===== src/rtl/jlc3_uart_rx.sv =====
`default_nettype none
// ============================================================================
// Module      : jlc3_uart_rx
// Description : UART receiver for the jlc3 SoC. The frame format is 8 data
//               bits, LSB first, and 1 stop bit (8N1). The rxd line is
//               synchronised internally. Received bytes go into a one-byte
//               holding register that uses a valid/ack handshake. Framing
//               and overrun errors are flagged.
// Options     : `define JLC3_UART_RX_PARITY_EN adds an even-parity bit
//               between the data and stop bits (8E1) and the parity_err_o_w
//               output.
// Ports       : clk_i_w        system clock
//               rst_i_w        asynchronous active-high reset
//               en_i_w         receiver enable; low forces IDLE
//               rxd_i_w        serial input, idle high
//               data_o_w       received byte, stable while valid_o_w=1
//               valid_o_w      holding register full
//               ack_i_w        consumer takes byte (only when valid_o_w=1)
//               frame_err_o_w  one-cycle pulse on bad stop bit
//               overrun_o_w    sticky, byte lost to a full holding register
//               parity_err_o_w one-cycle pulse on parity mismatch (option)
//               busy_o_w       receiver not in IDLE
// Revision    : 1.0 - initial release
// ============================================================================
module jlc3_uart_rx #(
    parameter int CLKS_PER_BIT = 234,
    parameter int SYNC_STAGES  = 2
) (
    input  logic       clk_i_w,
    input  logic       rst_i_w,
    input  logic       en_i_w,
    input  logic       rxd_i_w,
    output logic [7:0] data_o_w,
    output logic       valid_o_w,
    input  logic       ack_i_w,
    output logic       frame_err_o_w,
    output logic       overrun_o_w,
`ifdef JLC3_UART_RX_PARITY_EN
    output logic       parity_err_o_w,
`endif
    output logic       busy_o_w
);

    localparam int               CNT_W     = $clog2(CLKS_PER_BIT);
    localparam logic [CNT_W-1:0] FULL_LOAD = CNT_W'(CLKS_PER_BIT - 1);
    // Half a bit, so that all later samples land in the middle of each bit
    localparam logic [CNT_W-1:0] HALF_LOAD = CNT_W'(CLKS_PER_BIT / 2 - 1);

    localparam logic [2:0] S_IDLE   = 3'd0;
    localparam logic [2:0] S_START  = 3'd1;
    localparam logic [2:0] S_DATA   = 3'd2;
    localparam logic [2:0] S_STOP   = 3'd4;
    localparam logic [2:0] S_BREAK  = 3'd5;
`ifdef JLC3_UART_RX_PARITY_EN
    localparam logic [2:0] S_PARITY = 3'd3;
`endif

    logic [SYNC_STAGES-1:0] sync_q;
    logic                   rxd_s;
    logic [2:0]             state;
    logic [CNT_W-1:0]       cnt;
    logic [2:0]             idx;
    logic [7:0]             shreg;
    logic                   cnt_zero;
    logic                   deliver;
`ifdef JLC3_UART_RX_PARITY_EN
    logic                   parity_bad;
`endif

    // ------------------------------------------------------------------
    // Input synchroniser. Its reset value is high, which is the idle line.
    // ------------------------------------------------------------------
    always_ff @(posedge clk_i_w or posedge rst_i_w) begin
        if (rst_i_w) begin
            sync_q <= '1;
        end else begin
            sync_q <= {sync_q[SYNC_STAGES-2:0], rxd_i_w};
        end
    end

    assign rxd_s    = sync_q[SYNC_STAGES-1];
    assign cnt_zero = (cnt == '0);
    assign busy_o_w = (state != S_IDLE);

    // A good stop bit hands the byte to the holding register. A disabled
    // receiver never delivers.
`ifdef JLC3_UART_RX_PARITY_EN
    assign deliver = en_i_w && (state == S_STOP) && cnt_zero && rxd_s && !parity_bad;
`else
    assign deliver = en_i_w && (state == S_STOP) && cnt_zero && rxd_s;
`endif

    // ------------------------------------------------------------------
    // Frame FSM
    // ------------------------------------------------------------------
    always_ff @(posedge clk_i_w or posedge rst_i_w) begin
        if (rst_i_w) begin
            state          <= S_IDLE;
            cnt            <= '0;
            idx            <= 3'd0;
            shreg          <= 8'h00;
            frame_err_o_w  <= 1'b0;
`ifdef JLC3_UART_RX_PARITY_EN
            parity_bad     <= 1'b0;
            parity_err_o_w <= 1'b0;
`endif
        end else begin
            frame_err_o_w  <= 1'b0;
`ifdef JLC3_UART_RX_PARITY_EN
            parity_err_o_w <= 1'b0;
`endif
            if (!en_i_w) begin
                state <= S_IDLE;
            end else begin
                case (state)
                    S_IDLE: begin
                        if (!rxd_s) begin
                            state <= S_START;
                            cnt   <= HALF_LOAD;
                        end
                    end
                    S_START: begin
                        if (cnt_zero) begin
                            // A line that is high again at mid start bit
                            // was only a glitch.
                            if (!rxd_s) begin
                                state <= S_DATA;
                                cnt   <= FULL_LOAD;
                                idx   <= 3'd0;
                            end else begin
                                state <= S_IDLE;
                            end
                        end else begin
                            cnt <= cnt - CNT_W'(1);
                        end
                    end
                    S_DATA: begin
                        if (cnt_zero) begin
                            shreg[idx] <= rxd_s;
                            cnt        <= FULL_LOAD;
                            idx        <= idx + 3'd1;
                            if (idx == 3'd7) begin
`ifdef JLC3_UART_RX_PARITY_EN
                                state <= S_PARITY;
`else
                                state <= S_STOP;
`endif
                            end
                        end else begin
                            cnt <= cnt - CNT_W'(1);
                        end
                    end
`ifdef JLC3_UART_RX_PARITY_EN
                    S_PARITY: begin
                        if (cnt_zero) begin
                            // Even parity: the parity bit equals the XOR of the data bits
                            parity_bad     <= (rxd_s != ^shreg);
                            parity_err_o_w <= (rxd_s != ^shreg);
                            cnt            <= FULL_LOAD;
                            state          <= S_STOP;
                        end else begin
                            cnt <= cnt - CNT_W'(1);
                        end
                    end
`endif
                    S_STOP: begin
                        if (cnt_zero) begin
                            if (rxd_s) begin
                                state <= S_IDLE;
                            end else begin
                                frame_err_o_w <= 1'b1;
                                state         <= S_BREAK;
                            end
                        end else begin
                            cnt <= cnt - CNT_W'(1);
                        end
                    end
                    S_BREAK: begin
                        // Wait here so that a held-low line does not look like a new start bit
                        if (rxd_s) begin
                            state <= S_IDLE;
                        end
                    end
                    default: begin
                        state <= S_IDLE;
                    end
                endcase
            end
        end
    end

    // ------------------------------------------------------------------
    // Holding register and handshake
    // ------------------------------------------------------------------
    always_ff @(posedge clk_i_w or posedge rst_i_w) begin
        if (rst_i_w) begin
            data_o_w    <= 8'h00;
            valid_o_w   <= 1'b0;
            overrun_o_w <= 1'b0;
        end else if (deliver) begin
            if (!valid_o_w) begin
                data_o_w  <= shreg;
                valid_o_w <= 1'b1;
            end else if (ack_i_w) begin
                // The old byte is consumed in the same cycle, so nothing is lost
                data_o_w    <= shreg;
                overrun_o_w <= 1'b0;
            end else begin
                overrun_o_w <= 1'b1;
            end
        end else if (valid_o_w && ack_i_w) begin
            valid_o_w   <= 1'b0;
            overrun_o_w <= 1'b0;
        end
    end

endmodule
`default_nettype wire


===== config.mk =====
export PLATFORM = sky130hd
export DESIGN_NAME = jlc3_uart_rx
export DESIGN_NICKNAME = d
export VERILOG_FILES = /design/src/rtl/jlc3_uart_rx.sv
export SDC_FILE = /design/constraint.sdc
export NUM_CORES = 1
export LEC_CHECK = 0
export ABC_AREA = 1
export CORE_UTILIZATION = 57
export DETAILED_ROUTE_END_ITERATION = 10
export GPL_TIMING_DRIVEN = 0
export PLACE_DENSITY = 0.83
export SLEW_MARGIN = 20
export SYNTH_ARGS = -nofsm -noshare
export SYNTH_HDL_FRONTEND = slang
export SYNTH_SLANG_ARGS = --single-unit

===== constraint.sdc =====
create_clock -name clk_i_w -period 2.1 [get_ports clk_i_w]
set_clock_uncertainty 0.1 [all_clocks]
set_input_delay 0.42 -clock clk_i_w [delete_from_list [all_inputs] [get_ports clk_i_w]]
set_output_delay 0.42 -clock clk_i_w [all_outputs]
set_load 0.01 [all_outputs]

==> qor.txt <==
Status -> complete, no violations
Hold EP -> sync_q[1]$_DFF_PP1_
Clock-pin slew on the worst setup and hold paths -> 100 ps
CTS tree -> built
# Post-CTS Setup Buffers -> 0
Worst hold path class -> reg2reg
DR vias -> 1574
Largest net degree at the start of global routing -> 36
Post-place setup slack -> 238 ps
Crit path required time -> 1580 ps
Antenna Nets Post-Route -> 0
Worst-Margin Slew -> 687 ps
Site Rows -> 20
CP startpoint -> state[0]$_DFFE_PP0P_
Antenna fix cells -> 0
Synth Flop Type -> dfrtp_1
FMAX -> 0.485 GHz
Rel. slew slack -> 0.541
Total power -> 0.00196 W
Post-Syn Area -> 0.00190 sq mm
R2R Path Start -> cnt[1]$_DFFE_PP0P_
Hold path cells -> 0
Most common cell after layout, fill and taps aside -> nand2_1
Post-synth EDFFs -> 0
Crit Path Class -> reg2out
TritonCTS Buffers -> 5
Post-CTS sizing -> 1
Core outline area -> 0.00310 sq mm
Reg-to-reg endpoint -> data_o_w[4]$_DFFE_PP0P_
DR pass1 iterations -> 4
Final max-slew violation count -> 0
Maxcap violations -> 0
Final GP Congestion -> 0.853
Area Growth Syn to Fin -> 14.5%
Starting Density -> 0.612
Final net count -> 270
Unrepaired setup endpoints after global routing -> no
Final setup fails -> 0
Worst Setup End Kind -> primary output
Syn Inst Count -> 239
Final hold slack -> 261 ps
Unique masters post-synth -> 27
Setup crit start kind -> register
Arrival time at the worst endpoint -> 1540 ps
First-pass GRT wire length -> 6040 um
Syn avg cell area -> 7.95 sq um
Initial antenna violation count -> 0
Crit Path Max Fanout -> 7
Post-Route WL -> 3460 um
Fin Setup TNS -> 0 ps
Post-route DRC -> 0
Final setup margin -> 40.2 ps
CTS root buf -> clkbuf_4
Synthesized Nets -> 248
Register-to-Register Setup Slack -> 220 ps
Tcrit/Tclk final -> 0.981
Die area -> 0.00357 sq mm
Final hold violations -> 0
P per Cell Area -> 903 mW/mm^2
DR vias/cell -> 5.14
Most frequent cells in the layout -> nand2_1, dfrtp_1, nand3_1
Number of buffers on the longest clock path -> 2
Total gr overflow -> 0
Peak VDD IR -> 0.897 mV
Sequential area share after synthesis -> 0.462
Vias in the first global route -> 1431
Min Tclk post-route -> 2060 ps
Leak Pwr -> 1.10 nW
Share of cells above drive strength 1 -> 0.141
Total Routing Usage GR -> 0.232
IO buf count -> 15
DRT iter0 DRCs -> 79
Clock Latency Late Sink -> 340 ps
Synth Register Bits -> 35
Hold Startpoint -> sync_q[0]$_DFF_PP1_
Die height -> 59.7 um
CTS Sinks -> 35
Worst r2r path cells -> 9
Drt wl/cell -> 11.3 um
Finished Core Util -> 0.701
H-tree levels -> 2
Hpwl dp -> 2490 um
# hold bufs at CTS -> 0
Ports -> 17
Async S/R FF share, synth -> 1.00
Die X -> 59.7 um
Warnings from Yosys -> 0
==> flip-flops by register name, indices dropped and copies added, names as in the netlist, 2 cells and up <==
name,cells
state,3
sync_q,2
shreg,8
idx,3
cnt,8
data_o_w,8
==> metrics by stage <==
| step | instance area [sq um] | std cells |
|---|---|---|
| 2_1_floorplan | 1900 | 239 |
| 3_3_place_gp | 2100 | 298 |
| 3_5_place_dp | 2100 | 298 |
| 4_1_cts | 2170 | 306 |
| 5_1_grt | 2170 | 306 |
| 6_report | 2170 | 306 |
==> worst max-delay path, cell delays in order (launching register included) <==
cell	delay, ps
dfrtp_2	480
nor2_4	150
nand2_1	90
clkdlybuf4s50_1	480
==> synth_stat cells (2+ instances only) <==
master / count / share of area
nand2_1: 84 / 0.17
dfrtp_1: 33 / 0.43
nand3_1: 27 / 0.071
inv_1: 26 / 0.051
nor2_1: 11 / 0.022
nand4_1: 7 / 0.023
nor2_4: 7 / 0.042
o21ai_1: 7 / 0.018
o21ai_0: 5 / 0.013
ha_1: 4 / 0.026
inv_2: 3 / 0.0059
nand2_2: 3 / 0.0099
nor3_1: 3 / 0.0079
o21ai_2: 3 / 0.014
dfstp_2: 2 / 0.028
nand2_4: 2 / 0.012
nand3_2: 2 / 0.011
==> cell families after synthesis <==
logic type	Yosys count	share of synthesized area
simple gates	148	0.374
flops	35	0.462
buf+inv	33	0.0711
compound gates	18	0.0619
fa+ha+maj	4	0.0264
xor+xnor	1	0.00461
==> where the power goes <==
part | total [W] | internal, W | switching (W)
Clock | 0.000380 | 0.000162 | 0.000218
Combinational | 0.000718 | 0.000265 | 0.000454
Sequential | 0.000866 | 0.000755 | 0.000111
==> worst max-delay path by stage <==
stage	cells past startpoint	slack [ps]	end
final	3	40	busy_o_w
after global placement	2	10	state[2]$_DFFE_PP0P_
after CTS	3	30	busy_o_w
after floorplan	10	480	shreg[1]$_DFFE_PP0P_
after global routing	3	1	busy_o_w
after detailed placement	9	240	data_o_w[4]$_DFFE_PP0P_
==> final cells by class <==
| type | instances | area, sq um |
|---|---|---|
| fill | 272 | 928 |
| clock inverter | 1 | 5.00 |
| tap | 44 | 55.1 |
| clock buffer | 7 | 55.1 |
| multi-input combinational | 171 | 895 |
| timing repair buffer | 15 | 150 |
| inverter | 30 | 115 |
| sequential | 35 | 880 |
| buffer | 3 | 20.0 |
==> layer usage <==
layer  wire length (um)  track usage  part of all wire  vias to the layer above
met5                  0            0                 0                        -
met4                 66        0.103             0.019                        0
met3                173       0.0498             0.050                        7
met2               1540        0.351              0.44                       39
met1               1680        0.320              0.49                      718
li1                   -            -                 -                      810
Power figures use the tool's default switching activity.
